[config.mk]
export PLATFORM = sky130hd
export DESIGN_NAME = riscv_str_issue_ctrl
export DESIGN_NICKNAME = d
export VERILOG_FILES = /design/src/rtl/riscv_str_issue_ctrl_pkg.sv /design/src/rtl/riscv_str_issue_ctrl_timer.sv /design/src/rtl/riscv_str_issue_ctrl.sv
export SDC_FILE = /design/constraint.sdc
export NUM_CORES = 1
export LEC_CHECK = 0
export CORE_MARGIN = 4
export CORE_UTILIZATION = 38
export CTS_CLUSTER_DIAMETER = 200
export CTS_CLUSTER_SIZE = 30
export DETAILED_ROUTE_END_ITERATION = 8
export PLACE_DENSITY = 0.77
export RECOVER_POWER = 25
export SYNTH_ARGS = -nofsm -noshare
export SYNTH_HDL_FRONTEND = slang
export SYNTH_HIERARCHICAL = 1
export SYNTH_SLANG_ARGS = --single-unit
[constraint.sdc]
create_clock -name clk -period 2.58 [get_ports clk]
set_clock_uncertainty 0.1 [all_clocks]
set_input_delay 0.774 -clock clk [delete_from_list [all_inputs] [get_ports clk]]
set_output_delay 0.774 -clock clk [all_outputs]
set_load 0.005 [all_outputs]
[src/rtl/riscv_str_issue_ctrl_pkg.sv]
// ---------------------------------------------------------------------------
// riscv_str_issue_ctrl_pkg
// Shared definitions for the string-ops issue controller:
//   STR_OP_WIDTH / STR_OP_*   operator encoding of the string unit
//   STR_RESULT_TIMEOUT        writeback data reported when the unit hangs
//   str_issue_state_e         issue controller FSM states
// ---------------------------------------------------------------------------
package riscv_str_issue_ctrl_pkg;

    localparam int STR_OP_WIDTH = 2;

    localparam logic [STR_OP_WIDTH-1:0] STR_OP_UPPER = 2'd0;
    localparam logic [STR_OP_WIDTH-1:0] STR_OP_LOWER = 2'd1;
    localparam logic [STR_OP_WIDTH-1:0] STR_OP_LEET  = 2'd2;
    localparam logic [STR_OP_WIDTH-1:0] STR_OP_ROT13 = 2'd3;

    localparam logic [31:0] STR_RESULT_TIMEOUT = 32'hDEADBEEF;

    typedef enum logic [1:0] {
        IDLE  = 2'd0,
        EXEC  = 2'd1,
        DRAIN = 2'd2,
        WB    = 2'd3
    } str_issue_state_e;

endpackage

[src/rtl/riscv_str_issue_ctrl_timer.sv]
// ---------------------------------------------------------------------------
// riscv_str_issue_ctrl_timer
// Saturating 8-bit cycle counter used to bound how long the issue controller
// waits for the string unit.
//   clk, rst   clock / asynchronous active-high reset
//   clear      restart counting from 0 (wins over inc)
//   inc        count this cycle
//   expired    high during the TIMEOUT_CYCLES-th counted cycle (and after),
//              so the owner can leave on the edge that ends that cycle
// ---------------------------------------------------------------------------
module riscv_str_issue_ctrl_timer #(
    parameter int unsigned TIMEOUT_CYCLES = 32
) (
    input  logic clk,
    input  logic rst,
    input  logic clear,
    input  logic inc,
    output logic expired
);

    logic [7:0] count_reg;

    always_ff @(posedge clk or posedge rst) begin
        if (rst) begin
            count_reg <= 8'd0;
        end else if (clear) begin
            count_reg <= 8'd0;
        end else if (inc && (count_reg != 8'hFF)) begin
            // saturate instead of wrapping so a stuck owner never re-arms
            count_reg <= count_reg + 8'd1;
        end
    end

    // count holds the number of already-completed cycles, so the current
    // cycle is the last allowed one when count == TIMEOUT_CYCLES-1
    assign expired = (count_reg >= 8'(TIMEOUT_CYCLES - 1));

endmodule

[src/rtl/riscv_str_issue_ctrl.sv]
// ---------------------------------------------------------------------------
// riscv_str_issue_ctrl
// EX-stage initiator for the string-ops unit. Accepts one decoded request,
// drives the unit, waits for ready (bounded by TIMEOUT_CYCLES), acks the
// unit and presents a writeback. Handles WB backpressure and flush.
//
// Ports
//   req_*          request handshake from ID/EX (req_ready_o accepts)
//   flush_i        kill in-flight request, no writeback
//   str_*          string unit interface (enable, operator, operand,
//                  result, ready, one-cycle ack str_ex_ready_o)
//   wb_*           writeback (valid/ready, rd, data, err=timeout)
//   busy_o         controller not idle
//
// Optional build macro STR_ISSUE_PERF_EN adds perf_ops_o (completed
// writebacks) and perf_cycles_o (EXEC cycles), both 32-bit wrapping.
// ---------------------------------------------------------------------------
module riscv_str_issue_ctrl
    import riscv_str_issue_ctrl_pkg::*;
#(
    parameter int unsigned TIMEOUT_CYCLES = 32
) (
    input  logic                    clk,
    input  logic                    rst,
    input  logic                    req_valid_i,
    input  logic [STR_OP_WIDTH-1:0] req_op_i,
    input  logic [31:0]             req_operand_i,
    input  logic [4:0]              req_rd_i,
    output logic                    req_ready_o,
    input  logic                    flush_i,
    output logic                    str_en_o,
    output logic [STR_OP_WIDTH-1:0] str_operator_o,
    output logic [31:0]             str_operand_o,
    input  logic [31:0]             str_result_i,
    input  logic                    str_ready_i,
    output logic                    str_ex_ready_o,
    output logic                    wb_valid_o,
    output logic [4:0]              wb_rd_o,
    output logic [31:0]             wb_data_o,
    output logic                    wb_err_o,
    input  logic                    wb_ready_i,
    output logic                    busy_o
`ifdef STR_ISSUE_PERF_EN
    ,
    output logic [31:0]             perf_ops_o,
    output logic [31:0]             perf_cycles_o
`endif
);

    str_issue_state_e        state_reg;
    logic [STR_OP_WIDTH-1:0] op_reg;
    logic [31:0]             operand_reg;
    logic [4:0]              rd_reg;
    logic [31:0]             wb_data_reg;
    logic                    wb_err_reg;

    logic accept;
    logic timer_clear;
    logic timer_inc;
    logic expired;

    // WB hands back req_ready in the release cycle for back-to-back issue;
    // a flush in that cycle drops the writeback and blocks the new accept.
    assign req_ready_o = (state_reg == IDLE) ||
                         ((state_reg == WB) && wb_ready_i && !flush_i);
    assign accept      = req_valid_i && req_ready_o;

    assign str_en_o       = (state_reg == EXEC);
    assign str_operator_o = op_reg;
    assign str_operand_o  = operand_reg;
    assign wb_valid_o     = (state_reg == WB);
    assign wb_rd_o        = rd_reg;
    assign wb_data_o      = wb_data_reg;
    assign wb_err_o       = wb_err_reg;
    assign busy_o         = (state_reg != IDLE);

    // Ack the unit in the same cycle it reports ready. In EXEC a flush
    // takes priority, and the ack is then given later from DRAIN.
    assign str_ex_ready_o = str_ready_i &&
                            (((state_reg == EXEC) && !flush_i) || (state_reg == DRAIN));

    // Counter restarts on every entry into EXEC or DRAIN
    assign timer_clear = accept || ((state_reg == EXEC) && flush_i);
    assign timer_inc   = (state_reg == EXEC) || (state_reg == DRAIN);

    riscv_str_issue_ctrl_timer #(
        .TIMEOUT_CYCLES (TIMEOUT_CYCLES)
    ) u_timer (
        .clk     (clk),
        .rst     (rst),
        .clear   (timer_clear),
        .inc     (timer_inc),
        .expired (expired)
    );

    always_ff @(posedge clk or posedge rst) begin
        if (rst) begin
            state_reg   <= IDLE;
            op_reg      <= '0;
            operand_reg <= '0;
            rd_reg      <= '0;
            wb_data_reg <= '0;
            wb_err_reg  <= 1'b0;
        end else begin
            case (state_reg)
                IDLE: begin
                    if (accept) begin
                        op_reg      <= req_op_i;
                        operand_reg <= req_operand_i;
                        rd_reg      <= req_rd_i;
                        state_reg   <= EXEC;
                    end
                end
                EXEC: begin
                    if (flush_i) begin
                        state_reg <= DRAIN;
                    end else if (str_ready_i) begin
                        wb_data_reg <= str_result_i;
                        wb_err_reg  <= 1'b0;
                        state_reg   <= WB;
                    end else if (expired) begin
                        wb_data_reg <= STR_RESULT_TIMEOUT;
                        wb_err_reg  <= 1'b1;
                        state_reg   <= WB;
                    end
                end
                DRAIN: begin
                    // a hung unit is abandoned silently
                    if (str_ready_i || expired) begin
                        state_reg <= IDLE;
                    end
                end
                WB: begin
                    if (flush_i) begin
                        state_reg <= IDLE;
                    end else if (wb_ready_i) begin
                        if (accept) begin
                            op_reg      <= req_op_i;
                            operand_reg <= req_operand_i;
                            rd_reg      <= req_rd_i;
                            state_reg   <= EXEC;
                        end else begin
                            state_reg <= IDLE;
                        end
                    end
                end
                default: state_reg <= IDLE;
            endcase
        end
    end

`ifdef STR_ISSUE_PERF_EN
    logic [31:0] perf_ops_reg;
    logic [31:0] perf_cycles_reg;

    always_ff @(posedge clk or posedge rst) begin
        if (rst) begin
            perf_ops_reg    <= 32'd0;
            perf_cycles_reg <= 32'd0;
        end else begin
            if ((state_reg == WB) && wb_ready_i && !flush_i) begin
                perf_ops_reg <= perf_ops_reg + 32'd1;
            end
            if (state_reg == EXEC) begin
                perf_cycles_reg <= perf_cycles_reg + 32'd1;
            end
        end
    end

    assign perf_ops_o    = perf_ops_reg;
    assign perf_cycles_o = perf_cycles_reg;
`endif

endmodule

==> results.json <==
{
  "outcome": "finished, final reports clean",
  "fin_crit_ns": 2.55,
  "clkSlewWorstSetupHoldPaths_ns": 0.07,
  "cts_sinks": 82,
  "slew_headroom_pct": 26.5,
  "core_sq_mm": 0.00876,
  "crit_type": "input pin to output port",
  "io_buffers": 153,
  "synthSimpleGateAreaFrac_pct": 6.04,
  "rsz0062_at_grt": "yes",
  "setup_viol": 0,
  "combPwrFrac_pct": 48.3,
  "ir_drop_uv": 408,
  "hold_violations": 0,
  "wire_per_inst_um": 17.0,
  "powerDensity_mw_per_mm2": 1100,
  "path_max_fanout": 3,
  "synth-compound-area-share_pct": 12.5,
  "holdBufCountCts": 0,
  "p_int_w": 0.00417,
  "p_clk_share_pct": 13.9,
  "cap_violations": 0,
  "start_util_pct": 39.3,
  "yosysWarnings": 6,
  "fmax_mhz": 393,
  "layout.nets": 487,
  "dr.pass1.iters": 4,
  "area_growth_pct": 55.0,
  "synthXorXnorAreaFrac_pct": 0,
  "n_fill_cell": 687,
  "drv_slew": 0,
  "pre_cts_ws_ns": -0.583,
  "cp.arrival_ns": 1.67,
  "grt_start_max_net_pins": 45,
  "holdWs_ns": 0.388,
  "synth_fa_ha_area_share_pct": 2.55,
  "h-tree-depth": 3,
  "p_sw_w": 0.00170,
  "cts-buffers-inserted": 9,
  "synthArstFlopShare_pct": 100,
  "hpwlAfterDp_mm": 6.69,
  "synth_top_family_by_area": "multiplexers",
  "grt_overflow": 0,
  "leakage_nw": 2.27,
  "swShare_pct": 29.0,
  "ys.flop_type": "dfrtp_1",
  "synth_mux_area_share_pct": 16.1,
  "drive_gt1_share_pct": 21.6,
  "syn_area_per_cell_sq_um": 14.6,
  "viasPerCell": 4.99,
  "cts_buffer_depth": 2,
  "ys_seq_area_share_pct": 59.6,
  "ys_ff_latch": 82,
  "min_path_type": "flip-flop to flip-flop",
  "critPathCaptureType": "output port",
  "die_w_um": 103,
  "wl_mm": 8.77,
  "clock_latency_ns": 0.33,
  "start_kind": "input pin",
  "dieArea_sq_mm": 0.0106,
  "drc": 0,
  "synth_nets": 320,
  "root_buffer": "clkbuf_8",
  "worst_pin_slew_ns": 1.10,
  "grt_pass1_vias": 2606,
  "io_pins": 154,
  "syn-cell-area_sq_mm": 0.00344,
  "dieHeight_um": 103,
  "rows": 34,
  "antenna_found_initial": 1,
  "gp_congestion": 0.769,
  "dr.first_iter.drc_count": 43,
  "synth.distinct_cells": 43,
  "finalCritPeriodShare_pct": 98.7,
  "placedInstanceArea_sq_mm": 0.00516,
  "netlist_instances": 236,
  "detail-route-antenna-nets": 0,
  "final_design_area_no_fill_sq_mm": 0.00533,
  "grt_use_total_pct": 16.2,
  "synth_edf_count": 0,
  "cts_tree": "yes",
  "worst_slack_ns": 0.0338,
  "crit_required_ns": 1.71,
  "grt_first_pass_wirelength_mm": 13.2,
  "route.vias.total": 2580,
  "pwr-share-seq_pct": 37.8
}
[kinds of logic after synthesis]
| group | after synthesis |
|---|---|
| buffers and inverters | 18 |
| adders and majority gates | 7 |
| DFF | 82 |
| muxes | 45 |
| and+or+nand+nor | 34 |
| AOI/OAI and AO/OA | 50 |
[through the flow]
stage | power (W) | std cells | setup TNS, ns | util (%)
after floorplan | 0.00348 | 236 | 0 | -
after global placement | 0.00503 | 499 | -2.76 | 58.9
after detailed placement | 0.00514 | 499 | -3.57 | 58.9
after CTS | 0.00597 | 516 | 0 | 60.9
after global routing | 0.00626 | 517 | -0.00812 | 60.9
final | 0.00587 | 517 | 0 | 60.9
[cells in the mapped netlist (all sizes together), types with 2 or more instances]
library cell	n	area share (%)
nor3	2	0.29
mux2	43	15
dfrtp	82	60
a22o	9	2.3
a211oi	3	0.65
nor2	8	0.87
nand2b	2	0.36
inv	7	0.76
o21ai	3	0.76
nand2	2	0.22
and2	2	0.44
and4	3	0.84
buf	10	2.4
nand3	2	0.29
nand4	2	0.36
mux2i	2	0.58
o22a	24	6.1
a21oi	3	0.65
nor2b	8	1.7
ha	7	2.5
a31oi	2	0.36
[power groups by stage]
stage	Sequential [W]	Combinational (W)	Clock (W)
floorplan	0.00227	0.00120	0
global placement	0.00221	0.00282	0
detailed placement	0.00225	0.00289	0
CTS	0.00222	0.00289	0.000853
global route	0.00228	0.00305	0.000919
finish	0.00222	0.00284	0.000817
[layer usage]
| metal | part of all wire (%) | GRT usage (%) | up-vias |
|---|---|---|---|
| met1 | 40 | 19.7 | 1294 |
| met4 | 0.91 | 4.48 | 0 |
| met5 | 0 | 0 | - |
| met3 | 7.0 | 4.74 | 6 |
| met2 | 53 | 28.1 | 82 |
| li1 | - | - | 1198 |
[layout by cell type (no fill, tap or decap), drive strengths merged, types with 3 or more instances in the layout]
cell type        n
clkdlybuf4s50  146
dfrtp           82
mux2            43
o22a            24
clkbuf          14
buf             14
a22o             9
nor2             8
nor2b            8
ha               7
inv              6
clkinvlp         4
dlygate4sd2      3
a211oi           3
and4             3
a21oi            3
o21ai            3
[final cells by class]
cell class / count / area [sq um] / area share [%]
Tap cell: 108 / 135 / 2.53
Antenna cell: 1 / 2.50 / 0.0469
Clock buffer: 12 / 145 / 2.72
Multi-Input combinational cell: 136 / 1290 / 24.1
Timing Repair Buffer: 167 / 1660 / 31.1
Inverter: 7 / 27.5 / 0.516
Sequential cell: 82 / 2050 / 38.5
Clock inverter: 4 / 27.5 / 0.516
[critical path, cell delays in order]
cell and delay [ns]:
clkdlybuf4s15_1 0.27, nor2b_4 0.06, and2_4 0.16, or2_2 0.28, buf_2 0.14
[what timing repair did]
action | CTS | global route
endpoints found under the setup margin | 3 | 2
resized for setup | 12 | 3
endpoints found under the hold margin | 0 | 0
pin swaps | 0 | 1
setup buffers | 1 | 0
gates cloned | 0 | 0
[worst paths after layout]
check / startpoint / to / slack, ns / cells after the start
max in group asynchronous: rst / str_operand_o[19] / 0.50 / 3
worst max-delay path: flush_i / req_ready_o / 0.03 / 5
worst min-delay path: wb_data_o[15] / wb_data_o[15] / 0.39 / 1
worst max register to register: u_timer/count_reg[0] / state_reg[1] / 0.18 / 7
worst min register to register: wb_data_o[15] / wb_data_o[15] / 0.39 / 1
min in group asynchronous: rst / u_timer/count_reg[5] / 0.76 / 2
Note: power is estimated with default switching activity, not from simulation.
